<file path="src/rtl/pll_seq_pkg.sv">
// Shared types and helpers for the PLL reset sequencer.
// Holds the sequencer state encoding (also shown on debug LEDs),
// the counter-width helper and the relock counter width.
package pll_seq_pkg;

  typedef enum logic [2:0] {
    PLL_RST   = 3'd0,
    WAIT_LOCK = 3'd1,
    STABLE    = 3'd2,
    HOLD      = 3'd3,
    RUN       = 3'd4
  } seq_state_t;

  localparam int RELOCK_W = 8;

  // Bits needed to hold a down-count that starts at max_count-1.
  function automatic int cnt_width(input int unsigned max_count);
    return (max_count < 32'd2) ? 1 : $clog2(max_count);
  endfunction

  function automatic int unsigned max_u(input int unsigned a, input int unsigned b);
    return (a > b) ? a : b;
  endfunction

endpackage

</file>
<file path="src/rtl/pll_reset_seq_sync2.sv">
// Generic two-flop synchronizer with asynchronous active-low reset.
// Both flops clear to 0, so a synchronized "lock" reads low out of reset.
module sync2 #(
  parameter int WIDTH = 1
) (
  input  logic             clk,
  input  logic             resetn,
  input  logic [WIDTH-1:0] d,
  output logic [WIDTH-1:0] q
);

  logic [WIDTH-1:0] meta_q;

  // First flop may go metastable; second flop gives it a cycle to settle.
  always_ff @(posedge clk or negedge resetn) begin
    if (!resetn) begin
      meta_q <= '0;
      q      <= '0;
    end else begin
      meta_q <= d;
      q      <= meta_q;
    end
  end

endmodule

</file>
<file path="src/rtl/pll_reset_seq.sv">
// Power-up and lock-supervision sequencer for the iCE40 system PLL.
// Runs on the raw board oscillator, pulses PLL RESETB, qualifies the
// synchronized LOCK and releases sys_resetn once lock has been stable
// for LOCK_STABLE_CYCLES plus RST_HOLD_CYCLES. Loss of lock in RUN drops
// sys_resetn again and bumps a saturating relock counter.
//
// Optional feature macro: PLL_AUTORESTART_EN
//   defined   - PLL_RST state exists; pll_resetb pulses low at reset and
//               whenever WAIT_LOCK lasts LOCK_TIMEOUT_CYCLES without lock.
//   undefined - pll_resetb is tied high, reset state is WAIT_LOCK and
//               WAIT_LOCK waits indefinitely.
//
// Every timed state lasts exactly its parameter in cycles: the shared
// down-counter is loaded with N-1 on entry and the exit happens on the
// edge that sees it at zero. All parameters must be non-zero.
module pll_reset_seq
  import pll_seq_pkg::*;
#(
  parameter int unsigned LOCK_STABLE_CYCLES  = 1024,
  parameter int unsigned RST_HOLD_CYCLES     = 16,
  parameter int unsigned PLL_RESET_CYCLES    = 64,
  parameter int unsigned LOCK_TIMEOUT_CYCLES = 1000000
) (
  input  logic                clk,
  input  logic                resetn,
  input  logic                pll_locked,
  output logic                pll_resetb,
  output logic                sys_resetn,
  output logic                ready,
  output logic [RELOCK_W-1:0] relock_count,
  output logic [2:0]          state
);

  localparam int unsigned CNT_MAX = max_u(max_u(LOCK_STABLE_CYCLES, RST_HOLD_CYCLES),
                                          max_u(PLL_RESET_CYCLES, LOCK_TIMEOUT_CYCLES));
  localparam int CW = cnt_width(CNT_MAX);

  localparam logic [CW-1:0] LOAD_STABLE  = CW'(LOCK_STABLE_CYCLES - 1);
  localparam logic [CW-1:0] LOAD_HOLD    = CW'(RST_HOLD_CYCLES - 1);
  localparam logic [CW-1:0] LOAD_TIMEOUT = CW'(LOCK_TIMEOUT_CYCLES - 1);

`ifdef PLL_AUTORESTART_EN
  localparam logic [CW-1:0] LOAD_PLLRST = CW'(PLL_RESET_CYCLES - 1);
  localparam seq_state_t    RESET_STATE = PLL_RST;
  localparam logic [CW-1:0] RESET_LOAD  = LOAD_PLLRST;
`else
  localparam seq_state_t    RESET_STATE = WAIT_LOCK;
  localparam logic [CW-1:0] RESET_LOAD  = LOAD_TIMEOUT;
`endif

  seq_state_t          state_q;
  logic [CW-1:0]       cnt_q;
  logic                sys_resetn_q;
  logic                ready_q;
  logic [RELOCK_W-1:0] relock_q;
  logic                lock;

  sync2 #(.WIDTH(1)) u_lock_sync (
    .clk    (clk),
    .resetn (resetn),
    .d      (pll_locked),
    .q      (lock)
  );

`ifdef PLL_AUTORESTART_EN
  logic pll_resetb_q;
  assign pll_resetb = pll_resetb_q;
`else
  assign pll_resetb = 1'b1;
`endif

  assign sys_resetn   = sys_resetn_q;
  assign ready        = ready_q;
  assign relock_count = relock_q;
  assign state        = state_q;

  // Sequencer: one shared down-counter times every state, outputs are registered.
  always_ff @(posedge clk or negedge resetn) begin
    if (!resetn) begin
      state_q      <= RESET_STATE;
      cnt_q        <= RESET_LOAD;
      sys_resetn_q <= 1'b0;
      ready_q      <= 1'b0;
      relock_q     <= '0;
`ifdef PLL_AUTORESTART_EN
      pll_resetb_q <= 1'b0;
`endif
    end else begin
      case (state_q)
`ifdef PLL_AUTORESTART_EN
        PLL_RST: begin
          if (cnt_q == '0) begin
            state_q      <= WAIT_LOCK;
            cnt_q        <= LOAD_TIMEOUT;
            pll_resetb_q <= 1'b1;
          end else begin
            cnt_q <= cnt_q - CW'(1);
          end
        end
`endif
        WAIT_LOCK: begin
          if (lock) begin
            state_q <= STABLE;
            cnt_q   <= LOAD_STABLE;
          end
`ifdef PLL_AUTORESTART_EN
          else if (cnt_q == '0) begin
            state_q      <= PLL_RST;
            cnt_q        <= LOAD_PLLRST;
            pll_resetb_q <= 1'b0;
          end else begin
            cnt_q <= cnt_q - CW'(1);
          end
`endif
        end
        STABLE: begin
          if (!lock) begin
            state_q <= WAIT_LOCK;
            cnt_q   <= LOAD_TIMEOUT;
          end else if (cnt_q == '0) begin
            state_q <= HOLD;
            cnt_q   <= LOAD_HOLD;
          end else begin
            cnt_q <= cnt_q - CW'(1);
          end
        end
        HOLD: begin
          if (!lock) begin
            state_q <= WAIT_LOCK;
            cnt_q   <= LOAD_TIMEOUT;
          end else if (cnt_q == '0) begin
            state_q      <= RUN;
            sys_resetn_q <= 1'b1;
            ready_q      <= 1'b1;
          end else begin
            cnt_q <= cnt_q - CW'(1);
          end
        end
        RUN: begin
          if (!lock) begin
            state_q      <= WAIT_LOCK;
            cnt_q        <= LOAD_TIMEOUT;
            sys_resetn_q <= 1'b0;
            ready_q      <= 1'b0;
            if (relock_q != '1) begin
              relock_q <= relock_q + RELOCK_W'(1);
            end
          end
        end
        default: begin
          state_q      <= RESET_STATE;
          cnt_q        <= RESET_LOAD;
          sys_resetn_q <= 1'b0;
          ready_q      <= 1'b0;
`ifdef PLL_AUTORESTART_EN
          pll_resetb_q <= 1'b0;
`endif
        end
      endcase
    end
  end

endmodule

</file>
<file path="config.mk">
export PLATFORM = sky130hd
export DESIGN_NAME = pll_reset_seq
export DESIGN_NICKNAME = d
export VERILOG_FILES = /design/src/rtl/pll_seq_pkg.sv /design/src/rtl/pll_reset_seq_sync2.sv /design/src/rtl/pll_reset_seq.sv
export SDC_FILE = /design/constraint.sdc
export NUM_CORES = 1
export LEC_CHECK = 0
export CORE_UTILIZATION = 40
export DETAILED_ROUTE_END_ITERATION = 6
export GPL_TIMING_DRIVEN = 0
export PLACE_DENSITY_LB_ADDON = 0.15
export SYNTH_ARGS = -nofsm -noshare
export SYNTH_HDL_FRONTEND = slang
export SYNTH_SLANG_ARGS = --single-unit
</file>
<file path="constraint.sdc">
create_clock -name clk -period 2.2 [get_ports clk]
set_clock_uncertainty 0.1 [all_clocks]
set_input_delay 0.44 -clock clk [delete_from_list [all_inputs] [get_ports clk]]
set_output_delay 0.44 -clock clk [all_outputs]
set_load 0.005 [all_outputs]
</file>
==> Word-level counts from Yosys, hierarchy flattened <==
Cells that the tools add are included.
{ "totals": {"ff_bits": 34, "out_inout_bits": 14, "wordCells": 46} }
{ "classes": {"n_addsub": 2, "eq_ne": 12, "mux": 18, "n_bitwise": 2, "n_reduce_logical": 6} }
{ "op_table": {"columns": ["op", "n"], "rows": [
  ["2-to-1 mux 20 bit", 6],
  ["one-hot mux 20 bit (4 select lines)", 1],
  ["logical NOT 20 bit", 1],
  ["subtractor 20 x 1 -> 20 bit (second input constant)", 1],
  ["2-to-1 mux 3 bit", 6],
  ["one-hot mux 3 bit (4 select lines)", 1],
  ["!= test 3 bit (second input constant)", 3],
  ["adder 8 x 1 -> 8 bit (second input constant)", 1],
  ["!= test 8 bit (second input constant)", 1],
  ["AND reduction 4 bit", 2],
  ["== test 3 x 2 -> 1 bit (second input constant)", 2],
  ["AND reduction 3 bit", 2],
  ["!= test 2 x 1 -> 1 bit (second input constant)", 2],
  ["!= test 2 bit (second input constant)", 2],
  ["== test 3 x 1 -> 1 bit (second input constant)", 1],
  ["== test 3 bit (second input constant)", 1],
  ["2-to-1 mux 1 bit", 3],
  ["one-hot mux 1 bit (3 select lines)", 1],
  ["NOT 1 bit", 2],
  ["OR reduction 2 bit", 1]
]} }

==> Depth between registers and ports, before layout <==
Gate-level depths: netlist of the first run.
{ "logic_depth": {"depth_word": 4, "ltp_mapped": 8, "mapped_depth_nobuf": 7} }

==> Modules after synthesis <==
A second synthesis of the first run with hierarchy kept.
{ "hier_totals": {"hier_cells": 220, "area_unflattened_um2": 2034.5} }
{ "modules_own_cells": {"columns": ["module", "instances", "cells_per_inst", "area_per_inst_um2"], "rows": [
  ["pll_reset_seq", 1, 218, 1984.4],
  ["sync2", 1, 2, 50.0]
]} }

==> Worst setup path before layout of the first run <==
OpenSTA, ideal clock, no wires.
{ "synth_path": {"path_kind": "register to register", "from": "reg cnt_q[0]", "to": "reg cnt_q[15]", "setup_ns": 0.081, "arrival_ns": 1.891, "setup_slack_ns": 0.128, "path_stages_with_launch": 9, "path_buffers": 1, "period_less_slack_ns": 2.072, "cell_sequence": "dfstp_2 > inv_1 > ha_1 > nor2b_1 > and4_1 > buf_2 > a21boi_1 > a31oi_1 > a31oi_2"} }
{ "synth_between": {"elab_chain_len": 4} }
{ "synth_rtl": {"columns": ["element", "line_no", "text"], "rows": [
  ["start, declared", "pll_reset_seq.sv:52", "logic [CW-1:0] cnt_q;"],
  ["start signal, assigned", "pll_reset_seq.sv:124", "cnt_q <= cnt_q - CW'(1);"],
  ["start signal, assigned", "pll_reset_seq.sv:136", "cnt_q <= cnt_q - CW'(1);"],
  ["subtractor 20 x 1 -> 20 bit or logical NOT 20 bit (tied branches)", null, null],
  ["2-to-1 mux 20 bit (on tied branches)", "pll_reset_seq.sv:131, pll_reset_seq.sv:120", null],
  ["2-to-1 mux 20 bit (on tied branches)", "pll_reset_seq.sv:128, pll_reset_seq.sv:117", null],
  ["one-hot mux 20 bit (4 select lines)", "pll_reset_seq.sv:89", "case (state_q)"]
]} }
Several ways; a longest one is shown, not always the timed one. The select of a mux whose other input is x is not followed.
A chain may end at the register's enable or synchronous reset.

==> Worst setup path in the final report of the first run <==
{ "layout_path": {"from": "reg cnt_q[8]", "to": "reg cnt_q[8]"} }
Same word-level chain as after synthesis.

==> impl_metrics.tcl, run 1 <==
set metrics [dict create \
    synthCells 227 \
    initial_core_util 0.414 \
    fin_crit_sh 0.956 \
    avgViaCountPerCell 5.77 \
    reg2reg_from "cnt_q[8]" \
    hold_slack_ns 0.120 \
    ys_types 63 \
    syn_area_um2 2120 \
    finalHoldViolations 0 \
    cts_tree "yes" \
    drtIter0Drc 184 \
    synth_seq_cells 34 \
    slew_headroom 0.497 \
    rows 26 \
    power.total_w 0.00149 \
    startpoint_type "flop" \
    worstSetupEndpointType "flop" \
    critPathTopFamily "simple AND/OR/NAND/NOR gates" \
    fmaxAchievable_mhz 476 \
    globalplace.congestion 0.848 \
    worstPathCellList "or3_1 > nor2_4 > nand3_2 > o21a_2 > a22o_1" \
    grt_pass1_wl_um 8910 \
    yosys_most_used_dff "dfrtp_1" \
    grt.overflow.total 0 \
    syn_to_final_growth_pct 26.1 \
    regArea_um2 867 \
    drc 0 \
    drtAntennaViolNets 0 \
    synthAdderAreaFrac 0.0177 \
    max-cap-violations 0 \
    avgSynthCellArea_um2 9.32 \
    yosys.area.top_type "dfrtp_1" \
    p_leak_nw 1.04 \
    nets 266 \
    clk_pin_slew_ns 0.07 \
    min_path_type "in2async" \
    fin_crit_ns 2.10 \
    synth-xor-area-share 0.0373 \
    grt_usage 0.216 \
    die_area_um2 5580 \
    cp.required_ns 2.28 \
    cts_hold_buf 0 \
    wire_per_inst_um 16.5 \
    io_buffers 15 \
    fp.dieW_um 74.7 \
    die_h_um 74.7 \
    synth_compound_area_frac 0.238 \
    cp.arrival_ns 2.18 \
    grt_pass1_vias 1834 \
    postSynthNetCount 233 \
    yosysSeqAreaShare 0.410 \
    cts_buffers 5 \
    grt_antenna_before_repair 0 \
    setup-violations-final 0 \
    synthMuxAreaShare 0.0148 \
    rsz0062_at_grt "yes" \
    cp_max_fo 7 \
    slowest_delay_ns 0.53 \
    worst-r2r-cell-count 5 \
    dpl_worst_slack_ns -0.291 \
    final_core_util 0.522 \
    status "finished, final reports clean" \
    grt_max_degree 35 \
    cellPowerDensity_nw_per_um2 557 \
    h-tree-depth 2 \
    cp.buffers_inverters 0 \
    synthSimpleGateAreaFrac 0.235 \
    worst_pin_slew_ns 0.754 \
    cts_root_buf "clkbuf_8" \
    worst_slack_ns 0.0973 \
    clk_latency_ns 0.29 \
    routed_wl_um 5470 \
    yosys.area.top_type_share 0.248 \
    io_pins 17 \
    cts.sink_count 34 \
    n_antenna_cell 0 \
    hpwl_um 3740 \
    synth_top_family_by_area "compound AO/OA/AOI/OAI gates" \
    first_pass_iters 4 \
    synthArstFlopShare 1.00 \
    via_count 1910 \
    maxSlewViolCount 0 \
    multi_input_area_um2 1280 \
    ys_warn_count 0 \
    setup_tns_ns 0 \
    r2r_slack_ns 0.1 \
    synth_edf_count 0 \
    crit-reg2reg-capture "cnt_q[8]" \
    ys_top_cells_by_area "dfrtp_1 25%, dfstp_2 16%, nor2_1 3.9%, a21oi_1 2.8%, o21ai_0 2.4%" \
    crit_slowest_cell "or3_1" \
    drive_gt1_frac 0.264 \
    num-fill-cells 481 \
    ir_drop_v 0.000257 \
    clockBufferDepth 2 \
    crit_type "reg2reg" \
    coreArea_um2 5110 \
]
per-stage QoR:
stage	std cells	cell area [um2]
2_1_floorplan	227	2120
3_3_place_gp	312	2350
3_5_place_dp	312	2350
4_1_cts	326	2510
5_1_grt	331	2670
6_report	331	2670
worst max path at each step:
stage	from	end	slack, ns	depth (start not counted)
6_report	cnt_q[8]	cnt_q[8]	0.1	5
3_3_place_gp	cnt_q[5]	cnt_q[18]	-0.26	7
3_5_place_dp	cnt_q[5]	state[0]	-0.29	6
4_1_cts	cnt_q[0]	cnt_q[12]	-0.002	8
2_1_floorplan	cnt_q[0]	cnt_q[15]	0.13	8
5_1_grt	cnt_q[0]	cnt_q[12]	-0.05	8
area by class of cell:
class	count	share of cell area
Inverter	11	0.0155
Clock buffer	7	0.0324
Multi-Input combinational cell	172	0.482
Buffer	9	0.0225
Tap cell	70	0.0328
Clock inverter	1	0.00188
Timing Repair Buffer	27	0.0882
Sequential cell	34	0.325
cells in the final DEF (no fill, tap or decap), drive strengths merged, types with 4 or more instances in the layout:
master,count
a31oi,7
buf,18
nand2,10
nor2,23
inv,11
nand3,9
nand2b,4
o31ai,4
nor2b,4
o21ai,13
clkbuf,11
nor4,7
clkdlybuf4s50,14
o21a,5
xor2,4
nor3,8
xnor2,5
a21oi,12
dfstp,13
nand4,6
dfrtp,21
repair_timing:
action | CTS | global route
gates resized for setup | 8 | 25
pin swaps | 3 | 1
setup endpoints to repair | 19 | 21
setup buffers | 6 | 6
sequential cells by signal, indices dropped and copies added (netlist names):
signal / flops
state: 3
u_lock_sync.q: 1
u_lock_sync.meta_q: 1
ready: 1
cnt_q: 20
relock_count: 8
worst register-to-register path, stage by stage (launching register included):
cell     delay, ns
dfrtp_1       0.47
or3_1         0.53
nor2_4        0.27
nand3_2       0.15
o21a_2        0.26
a22o_1        0.21
kinds of logic after synthesis:
kind of cell / Yosys count
adder cells (fa/ha/maj): 3
flip-flops: 34
AO/OA/AOI/OAI: 71
XOR/XNOR: 9
multiplexers: 3
other: 1
buffers and inverters: 21
AND/OR/NAND/NOR: 85
synth_stat cells, drive strengths merged, types with 2 or more instances:
| master | count |
|---|---|
| a21o | 2 |
| ha | 3 |
| o31ai | 4 |
| a22o | 3 |
| nor2 | 23 |
| nor4 | 7 |
| o41ai | 3 |
| nand4 | 6 |
| and2 | 2 |
| a21oi | 12 |
| dfstp | 13 |
| nor3b | 2 |
| a31oi | 7 |
| nand3 | 9 |
| o21ai | 13 |
| o21a | 5 |
| clkbuf | 5 |
| buf | 5 |
| xor2 | 4 |
| nor3 | 8 |
| nor2b | 4 |
| a31o | 2 |
| inv | 11 |
| xnor2 | 5 |
| nand2 | 10 |
| dfrtp | 21 |
| o211ai | 3 |
| or4 | 3 |
| a211oi | 2 |
| nand2b | 4 |
| a311oi | 3 |
| o2bb2ai | 2 |
| mux2i | 2 |
routing by layer:
layer / vias up / global-route usage / wire (um)
met1: 931 / 0.300 / 2680
met2: 47 / 0.320 / 2470
met5: - / 0 / 0
li1: 922 / - / -
met3: 10 / 0.0509 / 216
met4: 0 / 0.0964 / 105
where the power goes:
part           switching, W  leakage [nW]  total, W  internal [W]
combinational      0.000144         0.572  0.000259      0.000116
clock              0.000225        0.0482  0.000477      0.000252
sequential        0.0000678         0.419  0.000749      0.000681
total              0.000436          1.04   0.00149       0.00105
No activity file was read; power rests on OpenSTA's default activity.
==> run 2: changes to the inputs <==
--- a/config.mk
+++ b/config.mk
@@ -9,6 +9,7 @@
 export DETAILED_ROUTE_END_ITERATION = 6
 export GPL_TIMING_DRIVEN = 0
 export PLACE_DENSITY_LB_ADDON = 0.15
+export RECOVER_POWER = 100
 export SYNTH_ARGS = -nofsm -noshare
 export SYNTH_HDL_FRONTEND = slang
 export SYNTH_SLANG_ARGS = --single-unit
==> run 2 against run 1 <==
Net effect:
- via count grew 0.79%
- global-route usage is the same
- critical endpoint is now cnt_q[6]
- total power shrank 0.18%
- largest cell class unchanged
- non-clock buffer count is the same
- the flow now finishes with violations (capacitance limit, slew limit)
==> impl_metrics.tcl, run 2 (same netlist as run 1, synthesis figures left out) <==
set metrics [dict create \
    cp_max_fo 6 \
    cts.sink_count 34 \
    cts_root_buf "clkbuf_8" \
    cts_tree "yes" \
    drive_gt1_frac 0.261 \
    globalplace.congestion 0.848 \
    grt_pass1_wl_um 8910 \
    cts_buffers 5 \
    drtAntennaViolNets 0 \
    min_path_type "reg2reg" \
    cp.required_ns 2.31 \
    die_area_um2 5580 \
    via_count 1925 \
    p_leak_nw 1.08 \
    h-tree-depth 2 \
    slew_headroom -0.204 \
    grt_max_degree 35 \
    grt_antenna_before_repair 0 \
    maxSlewViolCount 35 \
    cts_hold_buf 0 \
    wire_per_inst_um 16.5 \
    io_pins 17 \
    rows 26 \
    fp.dieW_um 74.7 \
    final_cell_mix "21 x dfrtp_1, 19 x nor2_1, 14 x buf_4" \
    worstPathCellList "inv_1 > ha_1 > or3b_2 > or4_1 > o21a_1 > o2bb2ai_1" \
    setup-violations-final 0 \
    cellPowerDensity_nw_per_um2 556 \
    die_h_um 74.7 \
    routed_wl_um 5460 \
    layout_commonest_cell "dfrtp_1" \
    grt.overflow.total 0 \
    n_antenna_cell 0 \
    seq_power_share 0.505 \
    clk_latency_ns 0.29 \
    max-cap-violations 1 \
    fin_crit_sh 0.953 \
    slowest_delay_ns 0.53 \
    ir_drop_v 0.000257 \
    clk_pin_slew_ns 0.07 \
    worstSetupEndpointType "flop" \
    initial_core_util 0.414 \
    hpwl_um 3740 \
    num-fill-cells 479 \
    fmaxAchievable_mhz 477 \
    crit_type "reg2reg" \
    avgViaCountPerCell 5.82 \
    drc 0 \
    dp.cells 312 \
    nets 266 \
    syn_to_final_growth_pct 26.0 \
    clockBufferDepth 2 \
    cp.arrival_ns 2.20 \
    status "complete, but fails checks" \
    io_buffers 15 \
    grt_pass1_vias 1834 \
    rsz0062_at_grt "yes" \
    setup_tns_ns 0 \
    power.internal_w 0.00105 \
    fin_crit_ns 2.10 \
    p_switching_w 0.000435 \
    largest_reg_flops 20 \
    grt_usage 0.216 \
    hold_slack_ns 0.256 \
    drtIter0Drc 215 \
    worst_pin_slew_ns 1.81 \
    finalNonFillerCells 331 \
    startpoint_type "flop" \
    coreArea_um2 5110 \
    first_pass_iters 4 \
    power_frac_comb 0.174 \
    violations "capacitance limit, slew limit" \
    crit_slowest_cell "or3b_2" \
    finalHoldViolations 0 \
    pwr-share-clk 0.321 \
    switching_share 0.293 \
    power.total_w 0.00148 \
    top_register "cnt_q" \
]
## run 2: changes by cell type in the layout (fill, tap and decap cells not counted), sizes merged
cell | previous run | this run
clkbuf | 11 | 12
dlygate4sd3 | 0 | 13
buf | 18 | 17
clkdlybuf4s50 | 14 | 1
## run 2: path summary, 6_finish.rpt
path,depth (start not counted),end,startpoint,slack (ns)
worst max-delay path,6,cnt_q[6],cnt_q[0],0.10
worst min-delay path,0,u_lock_sync.q,u_lock_sync.meta_q,0.26
worst max register to register,6,cnt_q[6],cnt_q[0],0.10
worst min register to register,0,u_lock_sync.q,u_lock_sync.meta_q,0.26
max in group asynchronous,1,relock_count[3],resetn,0.43
min in group asynchronous,1,cnt_q[12],resetn,0.54
## run 2: per-layer routing
| layer | global-route usage | routed length [um] | share of wire | vias up |
|---|---|---|---|---|
| met3 | 0.0509 | 273 | 0.050 | 10 |
| li1 | - | - | - | 921 |
| met4 | 0.0964 | 105 | 0.019 | 0 |
| met1 | 0.300 | 2620 | 0.48 | 936 |
| met2 | 0.320 | 2470 | 0.45 | 58 |
| met5 | 0 | 0 | 0 | - |
## run 2: power groups by stage
stage / Combinational, W / Sequential (W) / Clock, W
2_1_floorplan: 0.000157 / 0.000727 / 0
3_3_place_gp: 0.000221 / 0.000741 / 0
3_5_place_dp: 0.000221 / 0.000741 / 0
4_1_cts: 0.000242 / 0.000734 / 0.000493
5_1_grt: 0.000284 / 0.000757 / 0.000520
6_report: 0.000259 / 0.000749 / 0.000476
## run 2: worst max-delay path: cells and delay by family, from the launching register on
family	cells	cell delay [ns]
flip-flops	1	0.39
buffers and inverters	1	0.08
AND/OR/NAND/NOR	2	0.95
adder cells (fa/ha/maj)	1	0.19
AO/OA/AOI/OAI	2	0.31
## run 2: cell type report
class / count / area (um2) / area share
inverters: 11 / 41.3 / 0.0155
repair buffers: 27 / 234 / 0.0878
plain buffers: 9 / 60.1 / 0.0225
well taps: 70 / 87.6 / 0.0328
clock buffers: 7 / 86.3 / 0.0324
clock inverters: 1 / 5.00 / 0.00188
flip-flops and latches: 34 / 867 / 0.325
multi-input cells: 172 / 1280 / 0.482
## run 2: repair_timing
| action | in CTS | in global routing |
|---|---|---|
| pin swaps | 3 | 1 |
| gates resized for setup | 8 | 25 |
| setup buffers | 6 | 6 |
| setup endpoints to repair | 19 | 21 |
## run 2: stage by stage
| stage | area [um2] | util | setup WS (ns) |
|---|---|---|---|
| floorplan | 2120 | - | 0.128 |
| global placement | 2350 | 0.461 | -0.260 |
| detailed placement | 2350 | 0.460 | -0.291 |
| CTS | 2510 | 0.492 | -0.00218 |
| global route | 2670 | 0.522 | -0.0462 |
| finish | 2670 | 0.522 | 0.104 |
==> run 3: changes to the inputs <==
--- a/config.mk
+++ b/config.mk
@@ -10,6 +10,7 @@
 export GPL_TIMING_DRIVEN = 0
 export PLACE_DENSITY_LB_ADDON = 0.15
 export RECOVER_POWER = 100
+export SLEW_MARGIN = 25
 export SYNTH_ARGS = -nofsm -noshare
 export SYNTH_HDL_FRONTEND = slang
 export SYNTH_SLANG_ARGS = --single-unit
==> run 3 against run 2 <==
Net effect:
- the run now ends clean
- clock-buffer cell count did not move
- maximum frequency fell by 3.0%
- critical endpoint is now cnt_q[14]
- sequential power is essentially flat
- combinational power barely moved
- die area unchanged
- sequential cell count stayed put
- sequential share of layout area rose by 0.42 points
- total power is 2.5% lower
- cell count down 0.60%
- largest cell class unchanged
==> impl_metrics.tcl, run 3 (same netlist as run 1, synthesis figures left out) <==
set metrics [dict create \
    cts_root_buf "clkbuf_8" \
    n_antenna_cell 0 \
    die_area_um2 5580 \
    grt.overflow.total 0 \
    worstSetupEndpointType "flop" \
    globalplace.congestion 0.848 \
    hpwl_um 3810 \
    initial_core_util 0.414 \
    layout_commonest_cell "nor2_1" \
    dpl_worst_slack_ns -0.277 \
    wire_per_inst_um 16.8 \
    top_register "cnt_q" \
    cts.sink_count 34 \
    cts_buffers 5 \
    power.total_w 0.00145 \
    crit-reg2reg-capture "cnt_q[14]" \
    grt_pass1_vias 1805 \
    hp-start "u_lock_sync.meta_q" \
    syn_to_final_growth_pct 24.8 \
    setup-violations-final 0 \
    fp.dieW_um 74.7 \
    fmaxAchievable_mhz 463 \
    rows 26 \
    grt_max_degree 21 \
    reg2reg_from "cnt_q[11]" \
    clockBufferDepth 2 \
    drc 0 \
    cellPowerDensity_nw_per_um2 548 \
    worst_slack_ns 0.0397 \
    power_frac_comb 0.180 \
    r2r_slack_ns 0.04 \
    min_delay_path_depth 0 \
    min_path_type "reg2reg" \
    pwr-share-clk 0.300 \
    holdPathEnd "u_lock_sync.q" \
    cp.required_ns 2.29 \
    cp_max_fo 6 \
    crit_type "reg2reg" \
    p_switching_w 0.000432 \
    grt_antenna_before_repair 0 \
    finalHoldViolations 0 \
    maxSlewViolCount 0 \
    largest_reg_flops 20 \
    drtAntennaViolNets 0 \
    p_leak_nw 1.08 \
    num-fill-cells 485 \
    worst-r2r-cell-count 7 \
    grt_usage 0.213 \
    cts_tree "yes" \
    drive_gt1_frac 0.251 \
    fin_crit_ns 2.16 \
    clk_pin_slew_ns 0.06 \
    switching_share 0.299 \
    die_h_um 74.7 \
    clk_latency_ns 0.29 \
    ir_drop_v 0.000257 \
    fin_crit_sh 0.982 \
    grt_pass1_wl_um 8840 \
    h-tree-depth 2 \
    avgViaCountPerCell 5.78 \
    coreArea_um2 5110 \
    slew_headroom 0.459 \
    worst_pin_slew_ns 0.812 \
    io_pins 17 \
    cp.arrival_ns 2.25 \
    io_buffers 15 \
    nets 265 \
    drtIter0Drc 241 \
    via_count 1900 \
    seq_power_share 0.520 \
    max-cap-violations 0 \
    routed_wl_um 5520 \
    startpoint_type "flop" \
    first_pass_iters 4 \
    hold_slack_ns 0.254 \
    power.internal_w 0.00101 \
    rsz0062_at_grt "yes" \
    final_cell_mix "21 x nor2_1, 19 x dfrtp_1, 14 x dlygate4sd3_1" \
    status "finished, final reports clean" \
]
## run 3: changes by cell type in the layout (fill, tap and decap cells not counted), sizes merged
cell,change
buf,-3
clkbuf,+1
clkinv,-1
dlygate4sd3,+1
## run 3: area by class of cell
cell class / instances / area (um2) / area share
Clock buffer: 7 / 76.3 / 0.0289
Buffer: 9 / 56.3 / 0.0213
Multi-Input combinational cell: 172 / 1280 / 0.486
Timing Repair Buffer: 26 / 226 / 0.0858
Tap cell: 70 / 87.6 / 0.0332
Inverter: 11 / 41.3 / 0.0156
Sequential cell: 34 / 870 / 0.329
## run 3: critical path, cell delays in order, from the launching register on
cell	delay (ns)
dfrtp_2	0.45
nor4_4	0.27
buf_4	0.18
nand4_4	0.13
o41a_1	0.56
buf_4	0.19
a21oi_4	0.12
a311oi_2	0.06
## run 3: power by group through the flow
stage	sequential [W]	clock (W)	combinational [W]
floorplan	0.000727	0	0.000157
global placement	0.000741	0	0.000221
detailed placement	0.000741	0	0.000227
CTS	0.000735	0.000449	0.000249
global route	0.000758	0.000476	0.000288
finish	0.000752	0.000433	0.000261
## run 3: timing repair
item | in CTS | in global routing
buffers inserted | 6 | 3
gates resized for setup | 11 | 24
hold endpoints to repair | 7 | 0
hold buffers | 1 | 0
pin swaps | 3 | 5
endpoints found under the setup margin | 20 | 22
## run 3: worst max path at each step
| stage | startpoint | to | slack, ns | cells past startpoint |
|---|---|---|---|---|
| 2_1_floorplan | cnt_q[0] | cnt_q[15] | 0.13 | 8 |
| 3_3_place_gp | cnt_q[5] | cnt_q[18] | -0.26 | 7 |
| 3_5_place_dp | cnt_q[5] | state[0] | -0.28 | 6 |
| 4_1_cts | state[2] | cnt_q[14] | 0.007 | 7 |
| 5_1_grt | cnt_q[11] | cnt_q[13] | -0.06 | 7 |
| 6_report | cnt_q[11] | cnt_q[14] | 0.04 | 7 |
## run 3: through the flow
stage               TNS (ns)   util  instances  cell area, um2
floorplan                  0      -        227            2120
global placement       -7.53  0.461        312            2350
detailed placement     -3.14  0.465        313            2380
CTS                        0  0.500        327            2550
global route          -0.431  0.517        329            2640
finish                     0  0.517        329            2640
## run 3: metal layers
layer,GRT usage,vias to the layer above,part of all wire
li1,-,917,-
met1,0.303,906,0.47
met2,0.312,61,0.45
met5,0,-,0
met4,0.0985,0,0.028
met3,0.0415,16,0.051
